File: config.mk
export PLATFORM = sky130hd
export DESIGN_NAME = fnd_disp_scheduler
export DESIGN_NICKNAME = d
export VERILOG_FILES = /design/src/rtl/fnd_disp_scheduler.sv
export SDC_FILE = /design/constraint.sdc
export NUM_CORES = 1
export LEC_CHECK = 0
export ABC_CLOCK_PERIOD_IN_PS = 6190
export CORE_ASPECT_RATIO = 1.1
export CORE_MARGIN = 1
export CORE_UTILIZATION = 63
export DETAILED_ROUTE_END_ITERATION = 10
export PLACE_DENSITY = 0.81
export RECOVER_POWER = 100
export SYNTH_ARGS = -nofsm -noshare
export SYNTH_HDL_FRONTEND = slang
export SYNTH_SLANG_ARGS = --single-unit
export TNS_END_PERCENT = 50
File: constraint.sdc
create_clock -name clk -period 6.19 [get_ports clk]
set_clock_uncertainty 0.1 [all_clocks]
set_input_delay 1.5475 -clock clk [delete_from_list [all_inputs] [get_ports clk]]
set_output_delay 1.5475 -clock clk [all_outputs]
set_load 0.02 [all_outputs]
File: src/rtl/fnd_disp_scheduler.sv
// ---------------------------------------------------------------------------
// fnd_disp_scheduler
//
// Sequences the 4-digit FND display path. It chooses the display source
// (hw_sel / disp_sel) that steers the BCD mux, times the per-digit scan,
// drives the anodes with an anti-ghosting blank at the start of each slot,
// and produces the decimal-point blink.
//
// Button presses update a pending selection immediately. That selection is
// committed to o_hw_sel / o_disp_sel only at a frame boundary (digit index
// wrapping 3 -> 0), so a single frame never mixes two sources.
//
// Ports
//   clk            in   1  system clock
//   rst            in   1  synchronous active-high reset
//   i_btn_mode     in   1  1-cycle pulse: advance source mode
//   i_btn_disp     in   1  1-cycle pulse: toggle sub-display (watch/stopwatch)
//   o_hw_sel       out  2  committed source: 00 watch, 01 stopwatch,
//                          10 sr04, 11 dht11
//   o_disp_sel     out  1  committed sub-display: 0 ms view, 1 mh view
//   o_digit_idx    out  2  digit currently scanned, 0..3
//   o_fnd_com      out  4  anode drive, active-low one-hot, 4'b1111 = blank
//   o_digit_strobe out  1  1-cycle pulse on the first cycle of each new slot
//   o_dp_blink     out  1  decimal-point blink, 50% duty
//   o_dbg_state    out  3  debug view of the mode FSM: {pend_disp, pend_sel}
//
// There are no valid/ready handshakes. The buttons are single-cycle
// qualifiers and are acted on in the cycle they are high.
// ---------------------------------------------------------------------------
module fnd_disp_scheduler #(
   parameter int CLK_HZ    = 100_000_000,
   parameter int SCAN_HZ   = 1000,
   parameter int BLANK_CYC = 16,
   parameter int BLINK_HZ  = 2
) (
   input  logic       clk,
   input  logic       rst,
   input  logic       i_btn_mode,
   input  logic       i_btn_disp,
   output logic [1:0] o_hw_sel,
   output logic       o_disp_sel,
   output logic [1:0] o_digit_idx,
   output logic [3:0] o_fnd_com,
   output logic       o_digit_strobe,
   output logic       o_dp_blink,
   output logic [2:0] o_dbg_state
);

   localparam int SLOT     = CLK_HZ / SCAN_HZ;
   localparam int SLOT_W   = (SLOT > 1) ? $clog2(SLOT) : 1;
   localparam int BLINK_TC = CLK_HZ / (2 * BLINK_HZ);
   localparam int BLINK_W  = (BLINK_TC > 1) ? $clog2(BLINK_TC) : 1;

   typedef enum logic [1:0] {
      MODE_WATCH     = 2'b00,
      MODE_STOPWATCH = 2'b01,
      MODE_SR04      = 2'b10,
      MODE_DHT11     = 2'b11
   } mode_t;

   // ------------------------------------------------------------------
   // Mode FSM (pending selection)
   // ------------------------------------------------------------------
   mode_t pend_sel, pend_sel_nxt;
   logic  pend_disp, pend_disp_nxt;

   always_ff @(posedge clk) begin
      if (rst) begin
         pend_sel  <= MODE_WATCH;
         pend_disp <= 1'b0;
      end else begin
         pend_sel  <= pend_sel_nxt;
         pend_disp <= pend_disp_nxt;
      end
   end

   always_comb begin
      pend_sel_nxt  = pend_sel;
      pend_disp_nxt = pend_disp;
      if (i_btn_mode) begin
         // A mode press wins; a coincident disp press is dropped.
         unique case (pend_sel)
            MODE_WATCH:     pend_sel_nxt = MODE_STOPWATCH;
            MODE_STOPWATCH: pend_sel_nxt = MODE_SR04;
            MODE_SR04:      pend_sel_nxt = MODE_DHT11;
            MODE_DHT11:     pend_sel_nxt = MODE_WATCH;
            default:        pend_sel_nxt = MODE_WATCH;
         endcase
         // The sensor views have no sub-display, so clear it on entry.
         // Moving between watch and stopwatch keeps it.
         if (pend_sel_nxt == MODE_SR04 || pend_sel_nxt == MODE_DHT11)
            pend_disp_nxt = 1'b0;
      end else if (i_btn_disp &&
                   (pend_sel == MODE_WATCH || pend_sel == MODE_STOPWATCH)) begin
         pend_disp_nxt = ~pend_disp;
      end
   end

   assign o_dbg_state = {pend_disp, pend_sel};

   // ------------------------------------------------------------------
   // Scan timing and anode drive
   // ------------------------------------------------------------------
   logic [SLOT_W-1:0] slot_cnt, slot_nxt;
   logic [1:0]        idx_nxt;
   logic              slot_wrap, frame_wrap;
   logic [3:0]        com_nxt;

   always_comb begin
      slot_wrap  = (slot_cnt == SLOT_W'(SLOT - 1));
      slot_nxt   = slot_wrap ? '0 : slot_cnt + SLOT_W'(1);
      idx_nxt    = slot_wrap ? o_digit_idx + 2'd1 : o_digit_idx;
      frame_wrap = slot_wrap && (o_digit_idx == 2'd3);
      // The anode is computed from the next counter values so that the
      // registered output lines up with the slot/index it belongs to.
      if (slot_nxt < SLOT_W'(BLANK_CYC))
         com_nxt = 4'b1111;
      else
         com_nxt = ~(4'b0001 << idx_nxt);
   end

   always_ff @(posedge clk) begin
      if (rst) begin
         slot_cnt       <= '0;
         o_digit_idx    <= 2'd0;
         o_fnd_com      <= 4'b1111;
         o_digit_strobe <= 1'b0;
         o_hw_sel       <= 2'b00;
         o_disp_sel     <= 1'b0;
      end else begin
         slot_cnt       <= slot_nxt;
         o_digit_idx    <= idx_nxt;
         o_fnd_com      <= com_nxt;
         o_digit_strobe <= slot_wrap;
         // Commit the registered pending values. A press sampled on this
         // same edge updates pend only and is committed one frame later.
         if (frame_wrap) begin
            o_hw_sel   <= pend_sel;
            o_disp_sel <= pend_disp;
         end
      end
   end

   // ------------------------------------------------------------------
   // Decimal-point blink, free running
   // ------------------------------------------------------------------
   logic [BLINK_W-1:0] blink_cnt;

   always_ff @(posedge clk) begin
      if (rst) begin
         blink_cnt  <= '0;
         o_dp_blink <= 1'b0;
      end else if (blink_cnt == BLINK_W'(BLINK_TC - 1)) begin
         blink_cnt  <= '0;
         o_dp_blink <= ~o_dp_blink;
      end else begin
         blink_cnt  <= blink_cnt + BLINK_W'(1);
      end
   end

endmodule

After elaboration in Yosys (flattened, before gate mapping)
Cells that the tools add are included.
W data, S select, Z words.
{ "totals": {"ff_bits": 56, "latch_bits": 0, "ramBits": 0, "rom_bits": 0, "in_bits": 4, "output_inout_bits": 14, "word_cells": 43, "mem_count": 0} }
{ "op_classes": {"add_sub_neg": 3, "n_mul": 0, "div_mod_pow": 0, "n_lt_le_gt_ge": 1, "eq_ne": 9, "shift": 1, "muxes": 7, "n_bitwise": 3, "reduce_logical": 9} }
{ "ops": {"columns": ["operator", "n"], "rows": [
  ["$add A25 B1 Y25 const B", 1],
  ["$eq A25 B25 Y1 const B", 1],
  ["$add A17 B1 Y17 const B", 1],
  ["$eq A17 B17 Y1 const B", 1],
  ["$lt A17 B5 Y1 const B", 1],
  ["$mux W17", 1],
  ["$eq A2 B2 Y1 const B", 5],
  ["$pmux W2 S4", 1],
  ["$mux W2", 2],
  ["$not A4 Y4", 1],
  ["$reduce_or A2 Y1", 2],
  ["$shl A1 B2 Y4 const A", 1],
  ["$mux W1", 3],
  ["$add A2 B1 Y2 const B", 1],
  ["$eq A2 B1 Y1 const B", 1],
  ["$logic_and A1 B1 Y1", 2],
  ["$logic_not A2 Y1", 1],
  ["$logic_or A1 B1 Y1", 2],
  ["$ne A2 B1 Y1 const B", 1],
  ["$not A1 Y1", 2],
  ["$reduce_and A2 Y1", 1],
  ["$reduce_bool A2 Y1", 1]
]} }

Depth between registers and ports, before layout
{ "depth": {"depth_word": 7, "ltp_mapped": 8, "ltp_nobuf": 6} }

Worst setup path before layout
OpenSTA, ideal clock, no wires.
{ "synth_path": {"path_type": "input to register", "start": "input rst", "end": "register blink_cnt[11]", "setup_ps": 64, "t_arrival_ps": 2362, "t_required_ps": 6026, "setup_slack_ps": 3664, "path_stages": 5, "path_cell_list": "buf_2 -> or2_2 -> buf_2 -> buf_4 -> nor2_1"} }
{ "synth_between": {"elab_chain_cells": 1} }
{ "synth_lines": {"columns": ["element", "line", "text"], "rows": [
  ["start: declaration", "37", "input logic rst,"],
  ["$reduce_or A2 Y1 (no line)", null, null],
  ["end signal: assignment", "157", "blink_cnt <= blink_cnt + BLINK_W'(1);"],
  ["end: declaration", "147", "logic [BLINK_W-1:0] blink_cnt;"]
]} }
Every way passes these cells.
A chain may end at the register's enable or synchronous reset.

Worst setup path after layout
{ "layout_path": {"start": "input rst", "end": "register blink_cnt[5]"} }
The elaborated chain is that of the path after synthesis.

==> qor.txt <==
status: completed
1st-pass router iterations: 4
DRC errors left: 0
Iter 0 DRT Violations: 152
Final #Nets: 331
total negative slack: 0 ns
TritonCTS clock tree: done
largest net degree at the start of global routing: 26
CTS Buf Count: 5
worst path cell trace: dlygate4sd3_1 > or2_0 > nor2_1
Setup CP Type: in2reg
FMAX: 275 MHz
Final period util: 58.8%
vias in the first global route: 2031
area delta synth->final: 9.30%
GPL Wtd Cong: 0.896
CTS resizes: 0
peak supply drop: 0.000169 V
via count: 2177
CP endpoint kind: register
syn_area_per_cell: 8.76 um2
initial antenna violation count: 0
PD cells: 204 nW/um2
first-pass GRT wire length: 8890 um
CTS Hold Buffers Added: 0
EDFF count, synth: 0
most frequent cells in the layout: dfxtp_1 (56), nor2_1 (53), nand2_1 (24)
Hold Path Class: reg2reg
clk root buf: clkbuf_8
most common cell after layout, fill and taps aside: dfxtp_1
Initial Utilization: 67.0%
CTS sink cnt: 56
Avg Vias per Cell: 5.82
worst skew pair latency: 0.31 ns
Ports: 18
Die W: 64.6 um
global route overflow: 0
Slew headroom: 12.1%
# rows: 24
post-synth net total: 320
Leak: 1.02 nW
Synth Register Bits: 56
Final min period: 3.64 ns
FFs w/ async S/R, synth: 0%
CP peak stage delay: 1.07 ns
final hold vios: 0
synth unique cells: 47
port bufs: 17
sequential fraction of the synthesis area: 41.3%
Main synth FF type: dfxtp_1
Final ANT Viol Nets: 0
cells after synthesis: 310
Crit path required time: 6.24 ns
Core Util, Final: 73.2%
critical path launch point type: input port
Core Footprint: 4050 um2
ant diodes: 0
Post-Syn Area: 2720 um2
Slew Viols, Final: 0
Synth Warn #: 0
Final setup viols: 0
Layout fillers: 339
dpl hpwl: 3570 um
layout cells sized above 1: 5.59%
Die Y: 70.9 um
Max clock buf depth: 2
crit-path max FO: 25
DR WL/cell: 13.3 um
Slew @ Worst Pin: 1.32 ns
CP Data Arrival Time: 3.68 ns
# H-tree levels: 2
Post-CTS Setup Repair Bufs: 0
Reg clk slew, reported paths: 0.09 ns
Max-Cap Viols: 0
unrepaired setup endpoints after global routing: false
Tot GR Track Use: 24.5%
routed wire length: 4960 um
cell type of the slowest stage on the worst timing path: or2_0
Die Area: 4580 um2
## logic make-up (layout without fill, tap and decap cells)
family / count (synthesis) / in the layout / share of synthesized area (%)
AOI/OAI and AO/OA: 24 / 24 / 6.40
and+or+nand+nor: 161 / 161 / 31.8
xor gates and xnor gates: 39 / 39 / 12.6
adders and majority gates: 6 / 6 / 2.76
DFF: 56 / 56 / 41.3
muxes: 3 / 3 / 1.15
buffers and inverters: 21 / 33 / 4.01
## flip-flops by register name (all words and copies together), names as in the netlist
| name | cells |
|---|---|
| o_fnd_com | 4 |
| pend_sel | 2 |
| pend_disp | 1 |
| o_dp_blink | 1 |
| o_digit_idx | 2 |
| o_hw_sel | 2 |
| blink_cnt | 25 |
| o_digit_strobe | 1 |
| slot_cnt | 17 |
| o_disp_sel | 1 |
## per-stage QoR
step           setup WS, ns  hold slack (ns)  total power [mW]  area [um2]  instances
2_1_floorplan          3.66            0.313             0.397        2720        310
3_3_place_gp           2.87            0.328             0.404        2870        366
3_5_place_dp           2.84            0.332             0.405        2870        366
4_1_cts                3.11            0.350             0.610        2970        374
5_1_grt                2.29            0.379             0.628        2970        374
6_report               2.55            0.344             0.605        2970        374
## path summary, 6_finish.rpt
path	from	end	slack, ns	cells after the start
min	blink_cnt[0]	blink_cnt[0]	0.34	1
min reg2reg	blink_cnt[0]	blink_cnt[0]	0.34	1
max reg2reg	blink_cnt[2]	blink_cnt[5]	3.38	5
max	rst	blink_cnt[5]	2.55	3
## where the power goes
group          leakage (nW)  total [mW]  switching (mW)  internal (mW)
Sequential            0.453       0.370         0.00534          0.365
Combinational         0.512      0.0254          0.0154         0.0100
Clock                0.0516       0.209           0.117         0.0917
## routing by layer
layer | wire (um) | track usage [%]
met3 | 170 | 5.16
met1 | 2450 | 33.3
met5 | 0 | 0
met4 | 49 | 6.91
met2 | 2290 | 39.3
## Yosys cell counts, drive strengths merged, types with 2 or more instances
cell type | instances | area, um2
inv | 8 | 30.0
mux2i | 2 | 20.0
ha | 6 | 75.1
nand2 | 24 | 90.1
and2 | 4 | 25.0
xor2 | 16 | 140
o21ai | 3 | 15.0
a21oi | 9 | 45.0
o211ai | 4 | 30.0
and4 | 6 | 52.6
or3 | 3 | 18.8
dfxtp | 56 | 1120
or4 | 2 | 18.8
or2 | 2 | 12.5
buf | 12 | 75.1
nand3 | 19 | 95.1
xnor2 | 23 | 201
nand4 | 14 | 93.8
nor4 | 14 | 124
nor2 | 53 | 199
nor3 | 8 | 40.0
and3 | 4 | 25.0
nor4b | 2 | 23.8
## critical path: cells and delay by family
kind,cells,cell delay (ns)
and+or+nand+nor,2,1.20
buffers and inverters,1,0.94
## layout make-up
cell class	instances	area (um2)	share of cell area, %
multi-input cells	233	1490	50.1
flip-flops and latches	56	1120	37.8
inverters	8	30.0	1.01
repair buffers	17	170	5.73
clock buffers	6	82.6	2.78
clock inverters	2	13.8	0.464
well taps	52	65.1	2.19
Note: power is estimated with default switching activity, not from simulation.
